$ cat src/rtl/spi_dac_receiver.sv
// spi_dac_receiver
//   Receive side of the SPI link to an LTC2624-style quad DAC. Frames are
//   captured on spi_sck/spi_mosi while dac_cs is low. Each frame is decoded into
//   command, address and data fields, and the block holds an input code and a
//   live code for each of the four channels. All logic runs in the clk domain.
//   The SPI pins are oversampled, so clk must be at least 4x spi_sck.
//
//   Frame layout, MSB first:
//     8 pad | 4 cmd | 4 addr | DATA_W data | 4 pad   (FRAME_W = DATA_W + 20)
//
//   Ports
//     clk, rst            system clock; asynchronous active-low reset
//     spi_sck/mosi        SPI clock (idle low) and data, sampled on sck rise
//     dac_cs              active-low frame select
//     dac_clr             active-low level clear of all channel codes
//     spi_miso            echo of the previous frame (0 without SPI_RX_ECHO_EN)
//     frame_valid         1-cycle pulse, a good frame was decoded
//     frame_err           1-cycle pulse, the frame bit count was not FRAME_W
//     cmd/addr/data       fields of the last good frame
//     dac_code            live codes; ch0 in the low slice, ch3 in the top slice
//
//   Option macro SPI_RX_ECHO_EN
//     When defined, the frame received last (good or bad) is shifted back out
//     on spi_miso during the next frame, MSB first.
//
//   Latency: frame_valid and dac_code change 4 clk after cs rises at the pin.
//   This is 2 synchroniser flops, 1 edge-detect flop, and the DONE state.
module spi_dac_receiver #(
  parameter int DATA_W  = 12,
  parameter int FRAME_W = 32
) (
  input  logic                  clk,
  input  logic                  rst,
  input  logic                  spi_sck,
  input  logic                  spi_mosi,
  input  logic                  dac_cs,
  input  logic                  dac_clr,
  output logic                  spi_miso,
  output logic                  frame_valid,
  output logic                  frame_err,
  output logic [3:0]            cmd,
  output logic [3:0]            addr,
  output logic [DATA_W-1:0]     data,
  output logic [4*DATA_W-1:0]   dac_code
);

  localparam int CNT_W = $clog2(FRAME_W + 2);
  localparam logic [CNT_W-1:0] CNT_FULL = CNT_W'(FRAME_W);
  localparam logic [CNT_W-1:0] CNT_SAT  = CNT_W'(FRAME_W + 1);

  typedef enum logic [1:0] {IDLE, SHIFT, DONE} state_t;

  // Synchronisers. sck and cs have a third flop for edge detection.
  // Reset values are the idle levels of the lines.
  logic [2:0] sck_q, cs_q;
  logic [1:0] mosi_q, clr_q;

  always_ff @(posedge clk or negedge rst) begin
    if (!rst) begin
      sck_q  <= 3'b000;
      cs_q   <= 3'b111;
      mosi_q <= 2'b00;
      clr_q  <= 2'b11;
    end else begin
      sck_q  <= {sck_q[1:0], spi_sck};
      cs_q   <= {cs_q[1:0], dac_cs};
      mosi_q <= {mosi_q[0], spi_mosi};
      clr_q  <= {clr_q[0], dac_clr};
    end
  end

  logic sck_rise, cs_fall, cs_rise, clr_on;
  assign sck_rise = sck_q[1] & ~sck_q[2];
  assign cs_fall  = ~cs_q[1] & cs_q[2];
  assign cs_rise  = cs_q[1] & ~cs_q[2];
  assign clr_on   = ~clr_q[1];

  state_t              state;
  logic [CNT_W-1:0]    cnt;
  logic [FRAME_W-1:0]  sr;

  logic [3:0]          f_cmd, f_addr;
  logic [DATA_W-1:0]   f_data;
  logic                good;
  assign f_cmd  = sr[DATA_W+11 -: 4];
  assign f_addr = sr[DATA_W+7 -: 4];
  assign f_data = sr[DATA_W+3 : 4];
  assign good   = (state == DONE) && (cnt == CNT_FULL);

  always_ff @(posedge clk or negedge rst) begin
    if (!rst) begin
      state       <= IDLE;
      cnt         <= '0;
      sr          <= '0;
      frame_valid <= 1'b0;
      frame_err   <= 1'b0;
      cmd         <= '0;
      addr        <= '0;
      data        <= '0;
    end else begin
      frame_valid <= 1'b0;
      frame_err   <= 1'b0;
      case (state)
        IDLE: if (cs_fall) begin
          state <= SHIFT;
          cnt   <= '0;
          sr    <= '0;
        end
        SHIFT: begin
          if (sck_rise) begin
            sr <= {sr[FRAME_W-2:0], mosi_q[1]};
            // The counter saturates, so an over-long frame can never wrap back to FRAME_W.
            if (cnt != CNT_SAT) cnt <= cnt + 1'b1;
          end
          if (cs_rise) state <= DONE;
        end
        DONE: begin
          if (cnt == CNT_FULL) begin
            frame_valid <= 1'b1;
            cmd         <= f_cmd;
            addr        <= f_addr;
            data        <= f_data;
          end else begin
            frame_err <= 1'b1;
          end
          // A back-to-back cs fall may already be visible here.
          if (cs_fall) begin
            state <= SHIFT;
            cnt   <= '0;
            sr    <= '0;
          end else begin
            state <= IDLE;
          end
        end
        default: state <= IDLE;
      endcase
    end
  end

  // Per-channel input and live registers.
  // A synced clear holds both registers at 0 and overrides a DONE update in the same cycle.
  for (genvar ch = 0; ch < 4; ch++) begin : g_ch
    logic [DATA_W-1:0] in_reg, live_reg;
    logic              sel;
    assign sel = good && ((f_addr == 4'(ch)) || (f_addr == 4'hF));

    always_ff @(posedge clk or negedge rst) begin
      if (!rst) begin
        in_reg   <= '0;
        live_reg <= '0;
      end else if (clr_on) begin
        in_reg   <= '0;
        live_reg <= '0;
      end else if (sel) begin
        case (f_cmd)
          4'b0000: in_reg <= f_data;
          4'b0001: live_reg <= in_reg;
          4'b0011: begin
            in_reg   <= f_data;
            live_reg <= f_data;
          end
          4'b0100: live_reg <= '0;
          default: ;
        endcase
      end
    end

    assign dac_code[ch*DATA_W +: DATA_W] = live_reg;
  end

`ifdef SPI_RX_ECHO_EN
  // The shift register still holds the previous frame when cs falls.
  // Capture it there, then walk it out MSB first on each sck fall.
  logic [FRAME_W-1:0] echo;
  logic               sck_fall;
  assign sck_fall = ~sck_q[1] & sck_q[2];

  always_ff @(posedge clk or negedge rst) begin
    if (!rst)                              echo <= '0;
    else if (cs_fall)                      echo <= sr;
    else if (state == SHIFT && sck_fall)   echo <= {echo[FRAME_W-2:0], 1'b0};
  end

  assign spi_miso = (state == SHIFT) & echo[FRAME_W-1];
`else
  // The pad bits are only needed by the echo path.
  logic unused_pad;
  assign unused_pad = ^{sr[FRAME_W-1:DATA_W+12], sr[3:0]};
  assign spi_miso   = 1'b0;
`endif

endmodule

$ cat config.mk
export PLATFORM = sky130hd
export DESIGN_NAME = spi_dac_receiver
export DESIGN_NICKNAME = d
export VERILOG_FILES = /design/src/rtl/spi_dac_receiver.sv
export SDC_FILE = /design/constraint.sdc
export NUM_CORES = 1
export LEC_CHECK = 0
export ABC_AREA = 1
export BUFFER_PORTS_ARGS = -buffer_cell sky130_fd_sc_hd__buf_2
export CAP_MARGIN = 20
export CORE_ASPECT_RATIO = 0.6
export CORE_UTILIZATION = 50
export CTS_CLUSTER_SIZE = 20
export DETAILED_ROUTE_END_ITERATION = 10
export GPL_ROUTABILITY_DRIVEN = 0
export GPL_TIMING_DRIVEN = 0
export PLACE_DENSITY = 0.69
export SYNTH_ARGS = -nofsm -noshare
export SYNTH_HDL_FRONTEND = slang
export SYNTH_SLANG_ARGS = --single-unit
$ cat constraint.sdc
create_clock -name clk -period 1.85 [get_ports clk]
set_clock_uncertainty 0.1 [all_clocks]
set_input_delay 0.185 -clock clk [delete_from_list [all_inputs] [get_ports clk]]
set_output_delay 0.185 -clock clk [all_outputs]
set_load 0.005 [all_outputs]
==> results.md <==
* Run status: finished clean
* Static leakage at about 5.2 nW
* Distinct cells, synth at 28
* Post-synth top flop: dfrtp_1
* Critical Path Sink Type: register
* P_sw at between 1.5 and 2 mW
* GRT Util Overall at between 20% and 30%
* Sequential share of power at about 45%
* Internal at just under 6 mW
* Fin. Hold Viols at 0
* Fmax at 557 MHz
* Via/cell ratio at about 5.3
* Worst min-delay path category: in2async
* Share of layout cells above drive strength 1 at between 20% and 30%
* Startpoint types: register
* Synth Net Count at 980
* FF+latch count, synth at between 150 and 200
* Arrival time worst endpoint at roughly 2000 ps
* DRT Wirelength at ~21000 um
* Number of remaining DRC errors at 0
* Final #Nets at 1089
* Die Y at 98.3 um
* Number of global-route vias before repair at 6299
* Finished Layout Cells at between 1000 and 1500
* First drt pass iteration count at 6
* Top cells by area, synth: dfrtp_1 50%, nand2_1 16%, nand3_1 11%
* P&R area growth vs syn at 21.1%
* Part of the Yosys area used for sequential elements at between 50 and 60%
* Worst Max-Slew Pin Slew at approximately 640 ps
* WL per Instance at ~16 um
* Pre-CTS setup slack at -110 ps
* Adder-cell share of the synthesized area at less than 1%
* Mux contribution to synthesized area at 0%
* Synth Cell Area at just under 8000 um2
* Num CTS Buffers at 17
* Starting Density at around 52%
* Crit path time final at approximately 1800 ps
* Seq. cell area at 4010 um2
* Post-synthesis simple-gate area fraction at 34.6%
* EDFF count, synth at 0
* Fin worst setup slack at about 54 ps
* Worst EP required at 2060 ps
* Core ar. at 14800 um2
* DP HPWL at about 14000 um
* IO buf count at 75
* Final setup viols at 0
* Rel. slew slack at between 50% and 60%
* Area occupied by multi-input gates at around 3200 um2
* Total chip power at between 7 and 8 mW
* Yosys top cell area share at between 50% and 60%
* Synth Area in XOR/XNOR at less than 1%
* Die area at ~16000 um2
* Comb pwr share at about 8%
* Bufs on Longest Clock Path at 2
* Sw Share at around a quarter
* Post-DRT Antenna Nets at 0
* I/O Pins at slightly below 80
* Avg Cell Area, Syn at 7.96 um2
* CTS tree: yes
* Max Cap Violations at 0
* Clock Sinks at 160
* Standard-cell row count at 34
* Async S/R FF share, synth at between 90% and 100%
* DRT iter0 DRCs at slightly above 800
* Period utilization at 97.1%
* Clock network fraction of total power at between 40 and 50%
* Antenna cells at 0
* Pwr Density at ~850 nW/um2
* Clock-pin slew on the worst setup and hold paths at 60 ps
* Max-slew violation count at 0
* Synth Instances at roughly 970
* Clk_lat worst skew at 420 ps
* Yosys warns at 0
* Worst vdd ir at roughly 490 uV
* First-pass GRT wire length at ~34000 um
* Layout fillers at 1304
* Largest family of logic cells by synthesized area: simple AND/OR/NAND/NOR gates
* GRT overflow at 0
* H-Tree Depth at 4
* Largest net degree at the start of global routing at 122
* Placed cells at 1245
* Vias post-DR at between 6000 and 7000
* CP Class: reg2reg
* CP Max Fanout at 10
* Initial antenna violation count at 0
* Compound-Gate Fraction of Synth Area at under 10%
* RSZ-0062 raised after global routing: yes
* CTS Root Cell: clkbuf_16
* Leading area contributor after synthesis: dfrtp_1
* DIE WIDTH at between 150 and 200 um
[layer usage]
metal / global-route usage, % / up-vias / share of wire, %
li1: - / 3259 / -
met1: 44.2 / 3244 / 49
met2: 37.4 / 314 / 40
met3: 7.48 / 28 / 9.8
met4: 6.10 / 0 / 1.0
met5: 3.33 / - / 0
[per-stage QoR]
stage          instance area, um2  util (%)  hold slack [ps]  TNS (ps)
2_1_floorplan                7730         -             -211         0
3_3_place_gp                 8350      56.4              192   -310490
3_5_place_dp                 8390      56.7            -17.2     -3730
4_1_cts                      9140      61.7              130      -412
5_1_grt                      9360      63.2              149      -139
6_report                     9360      63.2              120         0
[layout make-up]
cell class	count	share of cell area [%]
Sequential cell	160	42.9
Multi-Input combinational cell	652	33.7
Timing Repair Buffer	95	6.07
Clock buffer	21	4.92
Buffer	54	4.13
Inverter	100	4.01
Tap cell	198	2.65
Clock inverter	11	1.63
[synth_stat cells, drive strengths merged, types with 2 or more instances]
library cell and count:
nand3b 2, nor2 66, nand3 189, clkbuf 17, dfrtp 155, ha 3
nand2 336, buf 42, inv 100, dfstp 5, o21ai 50
[timing repair]
item / in CTS / in global routing
hold buffers: 5 / 0
endpoints found under the hold margin: 43 / 0
endpoints found under the setup margin: 91 / 117
buffers inserted: 8 / 6
pin swaps: 3 / 11
gates resized for setup: 14 / 64
[final timing paths]
kind                                      from                              end  slack [ps]  cells past startpoint
setup / recovery            sr[20]$_DFFE_PN0P_  g_ch[0].live_reg[4]$_DFFE_PN0P_          50                      9
hold / removal                             rst              addr[1]$_DFFE_PN0P_         120                      2
setup reg to reg            sr[20]$_DFFE_PN0P_  g_ch[0].live_reg[4]$_DFFE_PN0P_          50                      9
hold reg to reg            mosi_q[0]$_DFF_PN0_              mosi_q[1]$_DFF_PN0_         250                      0
max in group asynchronous                  rst               sr[10]$_DFFE_PN0P_         610                      3
min in group clk           mosi_q[0]$_DFF_PN0_              mosi_q[1]$_DFF_PN0_         250                      0
[layout by cell type (no fill, tap or decap), types with 2 or more instances in the layout]
cell type and count:
nand2_1 307, nand3_1 162, dfrtp_1 155, inv_1 94, buf_2 80, nor2_1 59, o21ai_0 39, buf_4 27
nand3_2 25, nand2_4 19, clkbuf_16 17, clkbuf_2 12, buf_6 12, o21ai_1 11, nand2_2 10, clkbuf_1 9
inv_2 6, nor2_2 5, dlygate4sd3_1 5, dfstp_2 4, clkbuf_4 3, bufinv_16 3, inv_6 3, clkinvlp_4 3
nor2_4 2, buf_8 2, nand3_4 2, nand3b_1 2, ha_1 2, clkbuf_8 2
[power groups by stage]
stage / logic [mW] / clock network [mW] / registers (mW)
2_1_floorplan: 0.338 / 0 / 3.64
3_3_place_gp: 0.527 / 0 / 3.65
3_5_place_dp: 0.542 / 0 / 3.65
4_1_cts: 0.595 / 3.73 / 3.58
5_1_grt: 0.723 / 3.89 / 3.59
6_report: 0.649 / 3.72 / 3.59
[cell families after synthesis]
family	count (synthesis)
AND/OR/NAND/NOR	596
XOR/XNOR	1
buffers and inverters	159
flip-flops	160
adder cells (fa/ha/maj)	3
AO/OA/AOI/OAI	51
other	1
[critical path: stages (launching register included)]
cell and delay [ps]:
dfrtp_1 450, nor2_2 170, nand2_2 150, nand2_2 130
buf_8 190, nand2_2 160, nand2_1 130, nor2_1 50
nand3_1 100, nand2_1 50
Note: power is estimated with default switching activity, not from simulation.
